$ cat src/rtl/branch_predictor_bht_if.sv
// Fetch/execute bundle between the pipeline and the branch history table.
interface branch_predictor_bht_if #(
  parameter int HIST_BITS = 6
);
  logic [31:0]          pc_f;
  logic [31:0]          instr_f;
  logic                 predict_taken_f;
  logic [31:0]          target_f;
  logic [HIST_BITS-1:0] hist_f;
  logic                 upd_valid_e;
  logic [31:0]          upd_pc_e;
  logic [HIST_BITS-1:0] upd_hist_e;
  logic                 upd_taken_e;
  logic                 redirect_e;
  logic [31:0]          act_target_e;
  logic [31:0]          branch_cnt;
  logic [31:0]          mispred_cnt;

  // Pipeline side: drives fetch/resolve information, consumes predictions.
  modport master (
    output pc_f, instr_f, upd_valid_e, upd_pc_e, upd_hist_e, upd_taken_e,
           redirect_e, act_target_e,
    input  predict_taken_f, target_f, hist_f, branch_cnt, mispred_cnt
  );

  // Predictor side.
  modport slave (
    input  pc_f, instr_f, upd_valid_e, upd_pc_e, upd_hist_e, upd_taken_e,
           redirect_e, act_target_e,
    output predict_taken_f, target_f, hist_f, branch_cnt, mispred_cnt
  );
endinterface

$ cat src/rtl/branch_predictor_bht.sv
// Branch history table of 2-bit saturating counters with optional gshare
// indexing, static JAL-taken prediction and saturating statistics counters.
// Prediction is purely combinational; history and table update only when a
// conditional branch resolves in execute.
module branch_predictor_bht #(
  parameter int         INDEX_BITS = 6,
  parameter int         HIST_BITS  = 6,
  parameter int         GSHARE     = 1,
  parameter logic [1:0] INIT_STATE = 2'b01
) (
  input logic                   clk,
  input logic                   reset,
  branch_predictor_bht_if.slave bus
);
  localparam int ENTRIES = 1 << INDEX_BITS;

  logic [1:0]            bht_q [ENTRIES];
  logic [HIST_BITS-1:0]  ghr_q;
  logic [31:0]           branch_q;
  logic [31:0]           mispred_q;

  logic                  is_b;
  logic                  is_j;
  logic [31:0]           imm;
  logic [INDEX_BITS-1:0] idx_f;
  logic [INDEX_BITS-1:0] idx_e;
  logic [1:0]            ctr_e;

  // Instruction decode: branch/jump class and sign-extended offset.
  always_comb begin
    is_b = 1'b0;
    is_j = 1'b0;
    imm  = '0;
    case (bus.instr_f[6:0])
      7'b1100011: begin
        is_b = 1'b1;
        imm  = {{20{bus.instr_f[31]}}, bus.instr_f[7], bus.instr_f[30:25],
                bus.instr_f[11:8], 1'b0};
      end
      7'b1101111: begin
        is_j = 1'b1;
        imm  = {{12{bus.instr_f[31]}}, bus.instr_f[19:12], bus.instr_f[20],
                bus.instr_f[30:21], 1'b0};
      end
      default: ;
    endcase
  end

  // Table indices; history is zero-extended to the index width before hashing.
  always_comb begin
    idx_f = bus.pc_f[INDEX_BITS+1:2];
    idx_e = bus.upd_pc_e[INDEX_BITS+1:2];
    if (GSHARE != 0) begin
      idx_f = idx_f ^ INDEX_BITS'(ghr_q);
      idx_e = idx_e ^ INDEX_BITS'(bus.upd_hist_e);
    end
    ctr_e = bht_q[idx_e];
  end

  // Prediction outputs; an execute redirect overrides everything.
  always_comb begin
    bus.predict_taken_f = bus.redirect_e | is_j | (is_b & bht_q[idx_f][1]);
    bus.target_f        = bus.redirect_e ? bus.act_target_e : bus.pc_f + imm;
    bus.hist_f          = ghr_q;
    bus.branch_cnt      = branch_q;
    bus.mispred_cnt     = mispred_q;
  end

  // Counter table: saturating train on each resolved conditional branch.
  always_ff @(posedge clk or posedge reset) begin
    if (reset) begin
      for (int i = 0; i < ENTRIES; i++) bht_q[i] <= INIT_STATE;
    end else if (bus.upd_valid_e) begin
      if (bus.upd_taken_e) begin
        if (ctr_e != 2'b11) bht_q[idx_e] <= ctr_e + 2'b01;
      end else begin
        if (ctr_e != 2'b00) bht_q[idx_e] <= ctr_e - 2'b01;
      end
    end
  end

  // Global history shifts in the resolved outcome; the truncating cast also
  // covers a single-bit history.
  always_ff @(posedge clk or posedge reset) begin
    if (reset)                ghr_q <= '0;
    else if (bus.upd_valid_e) ghr_q <= HIST_BITS'({ghr_q, bus.upd_taken_e});
  end

  // Statistics counters stick at all-ones instead of wrapping.
  always_ff @(posedge clk or posedge reset) begin
    if (reset) begin
      branch_q  <= '0;
      mispred_q <= '0;
    end else begin
      if (bus.upd_valid_e && branch_q != 32'hFFFF_FFFF) branch_q  <= branch_q + 32'd1;
      if (bus.redirect_e  && mispred_q != 32'hFFFF_FFFF) mispred_q <= mispred_q + 32'd1;
    end
  end

  logic unused_ok;
  assign unused_ok = ^{bus.upd_pc_e[31:INDEX_BITS+2], bus.upd_pc_e[1:0], bus.upd_hist_e};
endmodule

$ cat src/flat_wrapper.sv
// flat-port wrapper written by rule: the top's interface ports become plain ports
module branch_predictor_bht_flat 
#(
  parameter int         INDEX_BITS = 6,
  parameter int         HIST_BITS  = 6,
  parameter int         GSHARE     = 1,
  parameter logic [1:0] INIT_STATE = 2'b01
)
  (clk, reset, bus_pc_f, bus_instr_f, bus_upd_valid_e, bus_upd_pc_e, bus_upd_hist_e, bus_upd_taken_e, bus_redirect_e, bus_act_target_e, bus_predict_taken_f, bus_target_f, bus_hist_f, bus_branch_cnt, bus_mispred_cnt);
  branch_predictor_bht_if #(.HIST_BITS(HIST_BITS)) bus_i ();
  input logic clk;
  input logic reset;
  input wire logic [$bits(bus_i.pc_f)-1:0] bus_pc_f;
  input wire logic [$bits(bus_i.instr_f)-1:0] bus_instr_f;
  input wire logic [$bits(bus_i.upd_valid_e)-1:0] bus_upd_valid_e;
  input wire logic [$bits(bus_i.upd_pc_e)-1:0] bus_upd_pc_e;
  input wire logic [$bits(bus_i.upd_hist_e)-1:0] bus_upd_hist_e;
  input wire logic [$bits(bus_i.upd_taken_e)-1:0] bus_upd_taken_e;
  input wire logic [$bits(bus_i.redirect_e)-1:0] bus_redirect_e;
  input wire logic [$bits(bus_i.act_target_e)-1:0] bus_act_target_e;
  output wire logic [$bits(bus_i.predict_taken_f)-1:0] bus_predict_taken_f;
  output wire logic [$bits(bus_i.target_f)-1:0] bus_target_f;
  output wire logic [$bits(bus_i.hist_f)-1:0] bus_hist_f;
  output wire logic [$bits(bus_i.branch_cnt)-1:0] bus_branch_cnt;
  output wire logic [$bits(bus_i.mispred_cnt)-1:0] bus_mispred_cnt;
  assign bus_i.pc_f = bus_pc_f;
  assign bus_i.instr_f = bus_instr_f;
  assign bus_i.upd_valid_e = bus_upd_valid_e;
  assign bus_i.upd_pc_e = bus_upd_pc_e;
  assign bus_i.upd_hist_e = bus_upd_hist_e;
  assign bus_i.upd_taken_e = bus_upd_taken_e;
  assign bus_i.redirect_e = bus_redirect_e;
  assign bus_i.act_target_e = bus_act_target_e;
  assign bus_predict_taken_f = bus_i.predict_taken_f;
  assign bus_target_f = bus_i.target_f;
  assign bus_hist_f = bus_i.hist_f;
  assign bus_branch_cnt = bus_i.branch_cnt;
  assign bus_mispred_cnt = bus_i.mispred_cnt;
  branch_predictor_bht #(.INDEX_BITS(INDEX_BITS), .HIST_BITS(HIST_BITS), .GSHARE(GSHARE), .INIT_STATE(INIT_STATE)) u_core (.clk(clk), .reset(reset), .bus(bus_i));
endmodule
$ cat config.mk
export PLATFORM = sky130hd
export DESIGN_NAME = branch_predictor_bht_flat
export DESIGN_NICKNAME = d
export VERILOG_FILES = /design/src/rtl/branch_predictor_bht_if.sv /design/src/rtl/branch_predictor_bht.sv /design/src/flat_wrapper.sv
export SDC_FILE = /design/constraint.sdc
export NUM_CORES = 1
export LEC_CHECK = 0
export ABC_AREA = 1
export ABC_CLOCK_PERIOD_IN_PS = 19700
export CAP_MARGIN = 40
export CORE_MARGIN = 2
export CORE_UTILIZATION = 46
export DETAILED_ROUTE_END_ITERATION = 8
export PLACE_DENSITY = 0.79
export SETUP_SLACK_MARGIN = 0.3
export SLEW_MARGIN = 20
export SYNTH_ARGS = -nofsm -noshare
export SYNTH_HDL_FRONTEND = slang
export SYNTH_SLANG_ARGS = --single-unit
$ cat constraint.sdc
create_clock -name clk -period 19.7 [get_ports clk]
set_clock_uncertainty 0.15 [all_clocks]
set_input_delay 3.94 -clock clk [delete_from_list [all_inputs] [get_ports clk]]
set_output_delay 3.94 -clock clk [all_outputs]
set_load 0.02 [all_outputs]
==> impl_metrics.json <==
{
  "outcome": "finished, final reports clean",
  "synth.avg_cell_area_sq_um": 6.88,
  "cp-start-kind": "primary input",
  "viasPerCell": 5.46,
  "critical_path.most_common_cell": "nand2_1",
  "p_per_area_nw_per_um2": 88.6,
  "rr_endpoint": "u_core.bht_q[105]",
  "cp-end-kind": "output port",
  "critPathMaxFanout": 12,
  "critPathKind": "in -> out",
  "async_reset_ff_share_pct": 100,
  "clkLatencyLatePin_ns": 0.44,
  "cts_resized": 0,
  "ir_drop_mv": 0.0778,
  "crit_required_ns": 15.61,
  "max_stage_delay_ns": 0.66,
  "finalSetupViolations": 0,
  "cts_setup_buffers": 0,
  "grt_max_degree": 118,
  "cp-endpoint": "bus_target_f[21]",
  "synth_cell_type_count": 43,
  "hpwlAfterDp_mm": 29.3,
  "syn2layout_area_growth_pct": 23.9,
  "hold_violations": 0,
  "io_buffers": 215,
  "synth_ff_type": "dfrtp_1",
  "fin_util_pct": 58.0,
  "core_sq_um": 27900,
  "drive_above_1_share_pct": 6.46,
  "multi_input_area_sq_um": 6930,
  "synth_seq_cells": 198,
  "gp_congestion": 0.910,
  "placed_area_sq_um": 15500,
  "clkTransAtPathRegs_ns": 0.07,
  "clk_path_buf_depth": 2,
  "worst_ep_arrival_time_ns": 8.16,
  "startpoint": "bus_instr_f[1]",
  "cp_slowest_cell": "clkdlybuf4s50_1",
  "n_antenna_cell": 0,
  "synth_edf_count": 0,
  "syn_area_sq_um": 13000,
  "drt-wirelength-per-cell_microns": 16.7,
  "report.final.slew_viol_count": 0,
  "ys_seq_area_share_pct": 38.6,
  "die-area_sq_um": 29700,
  "synthCells": 1896,
  "pin_count": 242,
  "hp-class": "reg -> reg",
  "timing.final.ws_setup_ns": 7.45,
  "dr.pass1.iters": 6,
  "fin_crit_ns": 12.25,
  "power_mw": 1.43,
  "drt-total-wl_mm": 41.5,
  "dieWidth_microns": 172,
  "syn-num-nets": 2059,
  "ant_nets": 0,
  "vias": 13574,
  "start_util_pct": 46.8,
  "numCtsBuffers": 17,
  "yosysWarnings": 0,
  "row_count": 61,
  "maxCapViolations": 0,
  "antenna_found_initial": 0,
  "final.setup.tns_ns": 0,
  "reg2reg_slack_ns": 16.47,
  "instances_no_fill": 2484,
  "rr_worst_depth": 20,
  "place_inst": 2451,
  "fillCellCount": 2463,
  "grt_pass1_wl_mm": 65.1,
  "htreeDepth": 4,
  "cts-hold-fix-buffers": 0,
  "ctsRootBufferMaster": "clkbuf_16",
  "grt.overflow.total": 0,
  "pre_cts_ws_ns": 7.51,
  "grt_pass1_vias": 12833,
  "p_leak_nw": 7.52,
  "period_share_pct": 62.2,
  "tightest_slew_ns": 0.842,
  "dieHeight_microns": 172,
  "relSlewSlack_pct": 43.7,
  "cts.sinks": 198,
  "finish.instance_area_sq_um": 16200,
  "seq_area_sq_um": 5030,
  "cts_tree": "built",
  "drt_iter0_markers": 1498,
  "grt_usage_pct": 27.8,
  "fin_nets": 2256,
  "rsz0062_at_grt": "no",
  "crit_chain": "clkdlybuf4s50_1 -> nand2_1 -> nor2_1 -> nand2_1 -> inv_1 -> a22o_1 -> ha_1 -> inv_1 -> fa_1 -> inv_1 -> a21oi_1 -> o21bai_1 -> nand2_1 -> nand2_1 -> nand2_1 -> nand2_1 -> xor2_1 -> o21ai_0 -> clkdlybuf4s50_1",
  "hold_slack_ns": 0.316,
  "max_freq_ghz": 0.0816,
  "drc": 0
}
==> cell type report <==
| class | count | area share [%] |
|---|---|---|
| clock inverter | 15 | 1.02 |
| sequential | 198 | 31.2 |
| clock buffer | 17 | 2.63 |
| multi-input combinational | 1429 | 42.9 |
| inverter | 220 | 5.16 |
| tap | 378 | 2.93 |
| timing repair buffer | 227 | 14.2 |
==> layout by cell type, fill, tap and decap left out, types with 3 or more instances in the layout <==
| cell | instances |
|---|---|
| o21bai_1 | 3 |
| xor2_1 | 40 |
| nand3_1 | 195 |
| o22ai_1 | 26 |
| nor3_2 | 3 |
| inv_2 | 4 |
| o21ai_0 | 99 |
| o211ai_1 | 6 |
| clkinv_1 | 5 |
| xnor2_1 | 38 |
| a21o_1 | 5 |
| a21oi_1 | 36 |
| clkinv_4 | 3 |
| inv_6 | 3 |
| or2_2 | 9 |
| dfstp_2 | 64 |
| inv_8 | 4 |
| nand3b_1 | 11 |
| dfrtp_1 | 134 |
| a31oi_1 | 5 |
| inv_1 | 211 |
| a22oi_1 | 11 |
| o41ai_1 | 7 |
| nor2_2 | 3 |
| a22o_1 | 4 |
| clkbuf_16 | 17 |
| buf_4 | 8 |
| nand4_1 | 28 |
| nor2_1 | 204 |
| ha_1 | 23 |
| nand3_2 | 4 |
| clkdlybuf4s50_1 | 215 |
| nor4_1 | 9 |
| nand2_1 | 624 |
| o21ai_1 | 5 |
| nor3_1 | 18 |
==> cell usage after synthesis (3+ instances only) <==
library cell  instances  share of area [%]
nor2_2                4               0.19
inv_2                 4               0.12
a21o_1                5               0.29
dfstp_2              64                 13
inv_1               212                6.1
o22ai_1              26                1.2
buf_6                 5               0.43
o41ai_1               7               0.47
o21bai_1              3               0.17
nor3_1               18               0.69
clkinv_1              4               0.12
o21ai_0              99                3.8
dfrtp_1             134                 26
xor2_1               41                2.8
nand3_1             195                7.5
a22oi_1              11               0.63
clkbuf_1             22               0.63
nand3_2               4               0.31
o21ai_1               5               0.19
nand4_1              28                1.3
a22o_1                4               0.27
xnor2_1              38                2.6
a31oi_1               5               0.24
nor4_1                9               0.43
nor2_1              205                5.9
buf_4                13               0.75
nand2_1             624                 18
o211ai_1              6               0.35
buf_2                 7               0.27
a21oi_1              36                1.4
nand3b_1             11               0.63
nor3_2                3               0.23
ha_1                 23                2.2
or2_2                 9               0.43
==> per-layer routing <==
metal  routed length, microns  track usage (%)  vias up
met1                    16600             35.7     6286
met3                     3950             5.77      127
met4                     1660             12.7        0
li1                         -                -     6511
met5                        0                0        -
met2                    19300             45.1      650
==> how the worst min path moves through the flow <==
| stage | depth (start not counted) | from | slack, ns | to |
|---|---|---|---|---|
| after global routing | 2 | flip-flop | 0.33 | flip-flop |
| after floorplan | 2 | flip-flop | 0.30 | flip-flop |
| after CTS | 2 | flip-flop | 0.32 | flip-flop |
| after global placement | 2 | flip-flop | 0.30 | flip-flop |
| after detailed placement | 2 | flip-flop | 0.31 | flip-flop |
| final | 2 | flip-flop | 0.32 | flip-flop |
==> kinds of logic (layout without fill, tap and decap cells) <==
group	count (synthesis)	count (layout)	share of synthesized area, %
adders and majority gates	24	24	2.36
DFF	198	198	38.6
buffers and inverters	269	479	8.47
xor gates and xnor gates	80	80	5.43
and+or+nand+nor	1113	1113	35.8
AOI/OAI and AO/OA	212	212	9.33
==> worst max-delay path, delay by kind of cell <==
kind            cells  cell delay [ns]
xor+xnor            1             0.08
buf+inv             5             1.80
compound gates      4             0.89
simple gates        7             0.87
fa+ha+maj           2             0.58
==> power breakdown <==
| group | total [mW] | switching (mW) | internal, mW | leakage [nW] |
|---|---|---|---|---|
| combinational | 0.438 | 0.271 | 0.167 | 4.78 |
| clock | 0.354 | 0.173 | 0.180 | 0.287 |
| sequential | 0.640 | 0.0927 | 0.547 | 2.45 |
Power figures use the tool's default switching activity.
